**config.mk**
```make
export PLATFORM = sky130hd
export DESIGN_NAME = ckt_pattern_gen
export DESIGN_NICKNAME = d
export VERILOG_FILES = /design/src/rtl/ckt_pattern_gen.sv
export SDC_FILE = /design/constraint.sdc
export NUM_CORES = 1
export LEC_CHECK = 0
export BUFFER_PORTS_ARGS = -buffer_cell sky130_fd_sc_hd__buf_2
export CAP_MARGIN = 30
export CORE_MARGIN = 2
export CORE_UTILIZATION = 55
export CTS_CLUSTER_DIAMETER = 40
export CTS_CLUSTER_SIZE = 8
export DETAILED_ROUTE_END_ITERATION = 6
export HOLD_SLACK_MARGIN = 0.03
export PLACE_DENSITY = 0.81
export SLEW_MARGIN = 20
export SYNTH_ARGS = -nofsm -noshare
export SYNTH_HDL_FRONTEND = slang
export SYNTH_SLANG_ARGS = --single-unit
```
**constraint.sdc**
```tcl
create_clock -name clk -period 3.8 [get_ports clk]
set_input_delay 0.38 -clock clk [delete_from_list [all_inputs] [get_ports clk]]
set_output_delay 0.38 -clock clk [all_outputs]
set_load 0.1 [all_outputs]
```
**src/rtl/ckt_pattern_gen.sv**
```systemverilog
// ckt_pattern_gen: self-timed stimulus/response stage for the 6-input ckt.
// Steps through NUM_VEC vectors, holding each for HOLD cycles, samples Y in
// the last hold cycle and folds it into a 16-bit MISR plus a ones count.
// Optional macro CKTGEN_LFSR_EN: vectors come from an x^6+x^5+1 LFSR
// seeded with SEED instead of a binary counter starting at 0.
module ckt_pattern_gen #(
    parameter int               WIDTH   = 6,
    parameter int               HOLD    = 4,
    parameter int               NUM_VEC = 64,
    parameter logic [WIDTH-1:0] SEED    = 6'b000001
) (
    input  logic                         clk,
    input  logic                         rst,
    input  logic                         start,
    input  logic                         pause,
    input  logic                         y_in,
    output logic [WIDTH-1:0]             vec,
    output logic                         vec_valid,
    output logic                         sample,
    output logic                         busy,
    output logic                         done,
    output logic [15:0]                  sig,
    output logic [$clog2(NUM_VEC+1)-1:0] ones_cnt
);
    localparam int HCW = $clog2(HOLD);
    localparam int IW  = (NUM_VEC > 1) ? $clog2(NUM_VEC) : 1;
    localparam int OW  = $clog2(NUM_VEC+1);

    localparam logic [HCW-1:0] HOLD_LAST = HCW'(HOLD-1);
    localparam logic [IW-1:0]  IDX_LAST  = IW'(NUM_VEC-1);

    typedef enum logic [1:0] {S_IDLE, S_DRIVE, S_DONE} state_t;

    state_t           state_q, state_d;
    logic [HCW-1:0]   hold_cnt_q, hold_cnt_d;
    logic [IW-1:0]    idx_q, idx_d;
    logic [WIDTH-1:0] vec_q, vec_d;
    logic [15:0]      sig_q, sig_d;
    logic [OW-1:0]    ones_q, ones_d;
    logic [WIDTH-1:0] first_vec, next_vec;

    // Vector source: first vector of a run and successor of the current one
`ifdef CKTGEN_LFSR_EN
    always_comb begin
        first_vec = SEED;
        next_vec  = {vec_q[WIDTH-2:0], vec_q[WIDTH-1] ^ vec_q[WIDTH-2]};
    end
`else
    always_comb begin
        first_vec = '0;
        next_vec  = vec_q + WIDTH'(1);
    end
`endif

    // Next-state: run entry, hold counting, sampling and step advance
    always_comb begin
        state_d    = state_q;
        hold_cnt_d = hold_cnt_q;
        idx_d      = idx_q;
        vec_d      = vec_q;
        sig_d      = sig_q;
        ones_d     = ones_q;
        sample     = 1'b0;
        case (state_q)
            S_IDLE, S_DONE: begin
                if (start) begin
                    state_d    = S_DRIVE;
                    hold_cnt_d = '0;
                    idx_d      = '0;
                    vec_d      = first_vec;
                    sig_d      = '0;
                    ones_d     = '0;
                end
            end
            S_DRIVE: begin
                // A paused sample cycle simply repeats, so the sample is deferred, not lost
                sample = (hold_cnt_q == HOLD_LAST) && !pause;
                if (!pause) begin
                    if (hold_cnt_q != HOLD_LAST) begin
                        hold_cnt_d = hold_cnt_q + HCW'(1);
                    end else begin
                        sig_d  = {sig_q[14:0], sig_q[15] ^ sig_q[13] ^ sig_q[12] ^ sig_q[10] ^ y_in};
                        ones_d = ones_q + OW'(y_in);
                        if (idx_q == IDX_LAST) begin
                            state_d = S_DONE;
                        end else begin
                            idx_d      = idx_q + IW'(1);
                            hold_cnt_d = '0;
                            vec_d      = next_vec;
                        end
                    end
                end
            end
            default: state_d = S_IDLE;
        endcase
    end

    // State register with synchronous reset that overrides any start
    always_ff @(posedge clk) begin
        if (rst) begin
            state_q    <= S_IDLE;
            hold_cnt_q <= '0;
            idx_q      <= '0;
            vec_q      <= '0;
            sig_q      <= '0;
            ones_q     <= '0;
        end else begin
            state_q    <= state_d;
            hold_cnt_q <= hold_cnt_d;
            idx_q      <= idx_d;
            vec_q      <= vec_d;
            sig_q      <= sig_d;
            ones_q     <= ones_d;
        end
    end

    assign vec       = vec_q;
    assign vec_valid = (state_q == S_DRIVE);
    assign busy      = (state_q == S_DRIVE);
    assign done      = (state_q == S_DONE);
    assign sig       = sig_q;
    assign ones_cnt  = ones_q;

endmodule

```
==> results of run 1 <==
area by class of cell:
type / count / area [um2] / area share
Clock buffer: 8 / 68.82 / 0.03455
Multi-Input combinational cell: 147 / 893.4 / 0.4485
Inverter: 1 / 8.758 / 0.004397
Tap cell: 44 / 55.05 / 0.02764
Sequential cell: 39 / 780.7 / 0.3920
Timing Repair Buffer: 37 / 185.2 / 0.09297
how the worst max path moves through the flow:
stage	slack, ns	depth (start not counted)	startpoint	to
final	1.38	4	state_q[0]	sample
after global placement	1.58	5	start	idx_q[4]
after detailed placement	1.54	5	start	idx_q[4]
after floorplan	1.64	6	state_q[0]	sample
after CTS	1.38	4	state_q[0]	sample
after global routing	1.25	4	state_q[0]	sample
critical path, delay by kind of cell, from the launching register on:
family / cells / cell delay [ns]
AND/OR/NAND/NOR: 2 / 0.55
buffers and inverters: 2 / 0.73
flip-flops: 1 / 0.40
power breakdown:
group | leakage (nW) | switching (mW) | internal, mW
registers | 0.315 | 0.00418 | 0.412
logic | 0.460 | 0.0465 | 0.0129
clock network | 0.0386 | 0.135 | 0.109
total | 0.813 | 0.186 | 0.534
cells by family after synthesis:
group | Yosys count | synth area share
AOI/OAI and AO/OA | 47 | 0.1706
adders and majority gates | 5 | 0.03600
and+or+nand+nor | 83 | 0.2383
DFF | 39 | 0.4492
xor gates and xnor gates | 11 | 0.06336
muxes | 1 | 0.005760
buffers and inverters | 13 | 0.03672
placed cells by master, fill, tap and decap left out, drive strengths merged, types with 5 or more instances in the layout:
master | synthesis | final
ha | 5 | 5
a21oi | 26 | 26
dfxtp | 39 | 39
clkbuf | 7 | 8
buf | 5 | 37
nor2 | 13 | 13
or3 | 5 | 5
nand2 | 25 | 25
xor2 | 7 | 7
o21ai | 7 | 7
nand3 | 23 | 23
per-layer routing:
layer / GRT usage / vias to the layer above / wire length, um
met5: 0 / - / 0
met4: 0.08571 / 0 / 56
met3: 0.06710 / 6 / 182
met2: 0.3478 / 37 / 1628
met1: 0.2617 / 704 / 1670
li1: - / 769 / -
sequential cells by signal, indices dropped and copies added, names as in the netlist:
name / count
state_q: 2
hold_cnt_q: 2
sig: 16
idx_q: 6
vec: 6
ones_cnt: 7
synth_stat cells, types with 3 or more instances:
master     count
o21ai_0        7
xnor2_1        3
clkbuf_1       7
ha_1           5
nor2b_1        3
nand3_1       23
nand2_1       25
dfxtp_1       39
nor2_1        13
xor2_1         7
nand4_1        3
or3_1          5
o2111ai_1      3
a21oi_1       26
==> results.tsv, run 1 <==
stage	metric	value	unit
power	max-vdd-ir-drop	0.2436	mV
placement	gp_congestion	0.7929	
clocking	cts_resized	0	
detailed_routing	wirelength	3537	um
sta	final.setup.tns	0	ns
detailed_routing	detailedRoute.firstIterationViolations	72	
critical_path	worstPathMaxFanout	28	
placement	dp_worst_setup_slack	1.543	ns
critical_path	crit_path_start_kind	flop	
detailed_routing	ant_nets	0	
sta	max_clock_freq	0.4125	GHz
final_layout	n_fill_cell	276	
critical_path	data_arrival_time_at_the_worst_slack_endpoint	2.04	ns
power	report.power.total	719.9	uW
sta	final_min_period_over_clock_period	0.6380	
sta	timing_worst_slew_pin_value	0.7879	ns
clocking	holdBufCountCts	0	
sta	final.setup.worst_slack	1.375	ns
critical_path	critical_path.cell_chain	and2b_1 -> nand3b_4 -> clkinv_4 -> buf_2	
sta	maxSlewHeadroom	0.4748	
global_route	largest_net_degree_at_the_start_of_global_routing	29	
critical_path	critPathRequiredTime	3.42	ns
critical_path	setup.worst_path.class	reg -> out	
yosys	yosys_warnings	0	
sta	timing_max_transition_violations_final	0	
clocking	path_clk_slew	0.11	ns
clocking	htree_levels	2	
final_layout	syn2layout_area_growth	14.61	%
min_path	timing.hold.worst.class	in -> reg	
power	power-per-cell-area	361.4	mW/mm2
sta	worst_clock_skew	0.004871	ns
global_route	grt.total_usage	0.2141	
placement	postPlaceCellArea	0.001923	mm2
min_path	holdPathEnd	state_q[0]	
detailed_routing	detail_route.first_pass.iterations	4	
floorplanning	die_area	0.003625	mm2
floorplanning	floorplan.initialDensity	0.5740	
sta	timing_hold_violations_final	0	
global_route	antenna_found_initial	0	
yosys	synth_seq_cells	39	
global_route	first_pass_grt_wire_length	5830	um
yosys	post_synth.cell_area_avg	8.733	um2
yosys	synthTopCellsByArea	dfxtp_1 45%, a21oi_1 7.5%, nand3_1 6.6%	
yosys	synthCells	199	
floorplanning	die_height	60.21	um
yosys	fraction_of_registers_with_async_set_reset	0	
yosys	ys.flop_type	dfxtp_1	
min_path	hp-start	pause	
power	leakage	0.8129	nW
sta	hold_ws	0.3542	ns
global_route	grt-ovfl-total	0	
yosys	synth_top_area_cell	dfxtp_1	
critical_path	worst_r2r_startpoint	state_q[0]	
detailed_routing	detail_route.vias_per_cell	5.493	
sta	rsz_0062_raised_after_global_routing	false	
detailed_routing	wire_per_inst	12.82	um
yosys	cell_area_after_synthesis	0.001738	mm2
final_layout	finalCoreUtilization	0.6579	
final_layout	finalInstanceArea	0.001992	mm2
global_route	via_count_of_the_first_global_routing_pass	1338	
critical_path	timing.reg2reg.worst_path_depth	4	
placement	placed_cells_incl_taps	268	
clocking	clock_insertion_delay_worst_skew	0.36	ns
placement	buffer_ports.inserted	37	
clocking	cts_tree	done	
clocking	root_buffer	clkbuf_4	
floorplanning	std_cell_rows	20	
floorplanning	ios	38	
clocking	cts_buffer_depth	2	
critical_path	ff2ff_setup_slack	1.55	ns
final_layout	final_cells	276	
min_path	holdPathStages	3	
clocking	post_cts_buffers	0	
final_layout	post_route_cells_drive_above_1_share	0.2112	
clocking	cts_made_buffers	5	
yosys	synthDistinctLibCells	38	
clocking	clock_sinks	39	
sta	post-route-min-period	2.425	ns
final_layout	antenna_cells_inserted	0	
yosys	synth_fp_nets	209	
placement	post-dp-hpwl	2438	um
critical_path	crit_path_top_delay_cell	buf_2	
critical_path	critical_path.endpoint_type	output pin	
critical_path	worstReg2RegEnd	idx_q[4]	
detailed_routing	post-route-drc-count	0	
floorplanning	die_x	60.21	um
yosys	number_of_synthesized_flops_with_an_enable_pin	0	
floorplanning	core_area	0.003028	mm2
sta	setup_viol	0	
critical_path	cpPeakStageDelay	0.47	ns
yosys	yosysSeqAreaShare	0.4492	
final_layout	net_total_in_the_final_layout	241	
yosys	synth_largest_type_area_fraction	0.4492	
run_status	status	finished, final reports clean	
detailed_routing	routed-via-count	1516	
run	max_cap_viol_count	0	
Note: power is estimated with default switching activity, not from simulation.
==> inputs of run 2 (changes only) <==
--- a/config.mk
+++ b/config.mk
@@ -8,12 +8,12 @@
 export BUFFER_PORTS_ARGS = -buffer_cell sky130_fd_sc_hd__buf_2
 export CAP_MARGIN = 30
 export CORE_MARGIN = 2
-export CORE_UTILIZATION = 55
+export CORE_UTILIZATION = 48
 export CTS_CLUSTER_DIAMETER = 40
 export CTS_CLUSTER_SIZE = 8
 export DETAILED_ROUTE_END_ITERATION = 6
 export HOLD_SLACK_MARGIN = 0.03
-export PLACE_DENSITY = 0.81
+export PLACE_DENSITY = 0.75
 export SLEW_MARGIN = 20
 export SYNTH_ARGS = -nofsm -noshare
 export SYNTH_HDL_FRONTEND = slang
==> constraint.sdc (replaced) <==
create_clock -name clk -period 2.2 [get_ports clk]
set_input_delay 0.22 -clock clk [delete_from_list [all_inputs] [get_ports clk]]
set_output_delay 0.22 -clock clk [all_outputs]
set_load 0.1 [all_outputs]
==> results.tsv, run 2 (synthesis results as in run 1) <==
stage	metric	value	unit	change
run_status	status	finished, final reports clean		unchanged
detailed_routing	wire_per_inst	12.39	um	was 12.82 um
detailed_routing	detail_route.first_pass.iterations	4		unchanged
min_path	timing.hold.worst.class	in -> reg		unchanged
final_layout	syn2layout_area_growth	16.63	%	was 14.61%
clocking	htree_levels	2		unchanged
sta	final.setup.tns	0	ns	unchanged
sta	post-route-min-period	2.033	ns	
final_layout	final_cells	281		was 276
floorplanning	ios	38		unchanged
critical_path	critPathRequiredTime	1.98	ns	was 3.42 ns
detailed_routing	detail_route.vias_per_cell	5.292		was 5.493
global_route	grt.total_usage	0.1861		was 0.2141
critical_path	setup.worst_path.class	reg -> out		unchanged
placement	placed_cells_incl_taps	274		was 268
sta	worst_clock_skew	0.004155	ns	was 0.004871 ns
clocking	clock_sinks	39		unchanged
power	power.switching_fraction	0.2422		was 0.2582
clocking	root_buffer	clkbuf_4		unchanged
sta	max_clock_freq	0.4919	GHz	
final_layout	n_fill_cell	332		was 276
sta	setup_viol	0		unchanged
detailed_routing	post-route-drc-count	0		unchanged
power	leakage	0.8310	nW	was 0.8129 nW
detailed_routing	wirelength	3482	um	was 3537 um
placement	post-dp-hpwl	2464	um	was 2438 um
final_layout	multi_input_comb_area	893.4	um2	unchanged
clocking	holdBufCountCts	0		unchanged
power	max-vdd-ir-drop	0.4903	mV	was 0.2436 mV
final_layout	post_route_cells_drive_above_1_share	0.2213		was 0.2112
clocking	path_clk_slew	0.10	ns	was 0.11 ns
min_path	holdPathStages	3		unchanged
floorplanning	std_cell_rows	21		was 20
global_route	grt-ovfl-total	0		unchanged
power	combinationalPowerShare	0.086		was 0.082
detailed_routing	detailedRoute.firstIterationViolations	105		was 72
detailed_routing	ant_nets	0		unchanged
placement	gp_congestion	0.8132		was 0.7929
final_layout	layout.area.seq	780.7	um2	unchanged
power	power.switching	311.3	uW	was 185.8 uW
clocking	cts_resized	0		unchanged
critical_path	timing.reg2reg.worst_path_depth	6		was 4
global_route	antenna_found_initial	0		unchanged
floorplanning	die_height	64.17	um	was 60.21 um
clocking	clock_insertion_delay_worst_skew	0.34	ns	was 0.36 ns
clocking	cts_buffer_depth	2		unchanged
critical_path	worstPathMaxFanout	28		unchanged
detailed_routing	routed-via-count	1487		was 1516
sta	final_min_period_over_clock_period	0.9240		
final_layout	net_total_in_the_final_layout	245		was 241
final_layout	largest_reg_flops	16		unchanged
sta	timing_worst_slew_pin_value	0.5196	ns	was 0.7879 ns
critical_path	crit_path_start_kind	flop		unchanged
clocking	cts_made_buffers	5		unchanged
sta	timing_max_transition_violations_final	0		unchanged
power	internal_power	973.8	uW	was 534.0 uW
final_layout	most-common-layout-cells	39 x dfxtp_1, 37 x buf_2, 26 x a21oi_1		unchanged
clocking	cts_tree	done		unchanged
power	power_frac_clock	0.355		was 0.339
placement	buffer_ports.inserted	37		unchanged
floorplanning	core_area	0.003416	mm2	was 0.003028 mm2
sta	rsz_0062_raised_after_global_routing	false		unchanged
sta	timing_hold_violations_final	0		unchanged
power	power-per-cell-area	634.0	mW/mm2	was 361.4 mW/mm2
final_layout	mostFrequentLayoutCell	dfxtp_1		unchanged
sta	maxSlewHeadroom	0.6560		was 0.4748
placement	dp_worst_setup_slack	0.4877	ns	was 1.543 ns
clocking	post_cts_buffers	0		unchanged
floorplanning	floorplan.initialDensity	0.5088		was 0.5740
global_route	first_pass_grt_wire_length	6023	um	was 5830 um
critical_path	data_arrival_time_at_the_worst_slack_endpoint	1.81	ns	was 2.04 ns
global_route	via_count_of_the_first_global_routing_pass	1281		was 1338
floorplanning	die_x	64.17	um	was 60.21 um
final_layout	antenna_cells_inserted	0		unchanged
power	share_seq_of_total_power	0.559		was 0.578
floorplanning	die_area	0.004118	mm2	was 0.003625 mm2
final_layout	finalCoreUtilization	0.5934		was 0.6579
global_route	largest_net_degree_at_the_start_of_global_routing	29		unchanged
run	max_cap_viol_count	0		unchanged
sta	final.setup.worst_slack	0.1672	ns	was 1.375 ns
critical_path	critical_path.endpoint_type	output pin		unchanged
[run 2: per-stage QoR]
step	total power, mW	cell area, um2	hold slack, ns
after CTS	1.295	2027	0.2611
after floorplan	0.8236	1738	0.4239
after global routing	1.337	2027	0.2757
after global placement	0.8448	1956	0.4626
after detailed placement	0.8456	1956	0.4597
final	1.285	2027	0.2581
[run 2: metal layers]
metal  wire, um  up-vias  share of wire  GRT usage
li1           -      782              -          -
met1       1721      676           0.49     0.2505
met2       1583       24           0.45     0.2826
met3        134        5          0.038    0.04401
met4         42        0          0.012    0.08245
met5          0        -              0          0
[run 2: final timing paths]
kind	slack, ns	from	to
worst max-delay path	0.17	state_q[0]	sample
worst min-delay path	0.26	pause	state_q[0]
worst max register to register	0.47	state_q[0]	vec[4]
worst min register to register	0.47	sig[11]	sig[12]
[run 2: area by class of cell]
cell class / count / share of cell area
repair buffers: 41 / 0.1062
well taps: 46 / 0.02840
clock inverters: 1 / 0.01481
flip-flops and latches: 39 / 0.3852
clock buffers: 6 / 0.02037
multi-input cells: 147 / 0.4407
inverters: 1 / 0.004321
[run 2: critical path, stage by stage, from the launching register on]
cell	delay (ns)
dfxtp_1	0.40
and2b_1	0.29
nand3b_4	0.12
clkinv_4	0.18
buf_2	0.47
[run 2: power groups by stage]
stage	registers, mW	logic, mW	clock network, mW
finish	0.719	0.111	0.456
floorplan	0.746	0.0773	0
global route	0.720	0.120	0.496
global placement	0.735	0.110	0
detailed placement	0.735	0.111	0
CTS	0.719	0.111	0.466
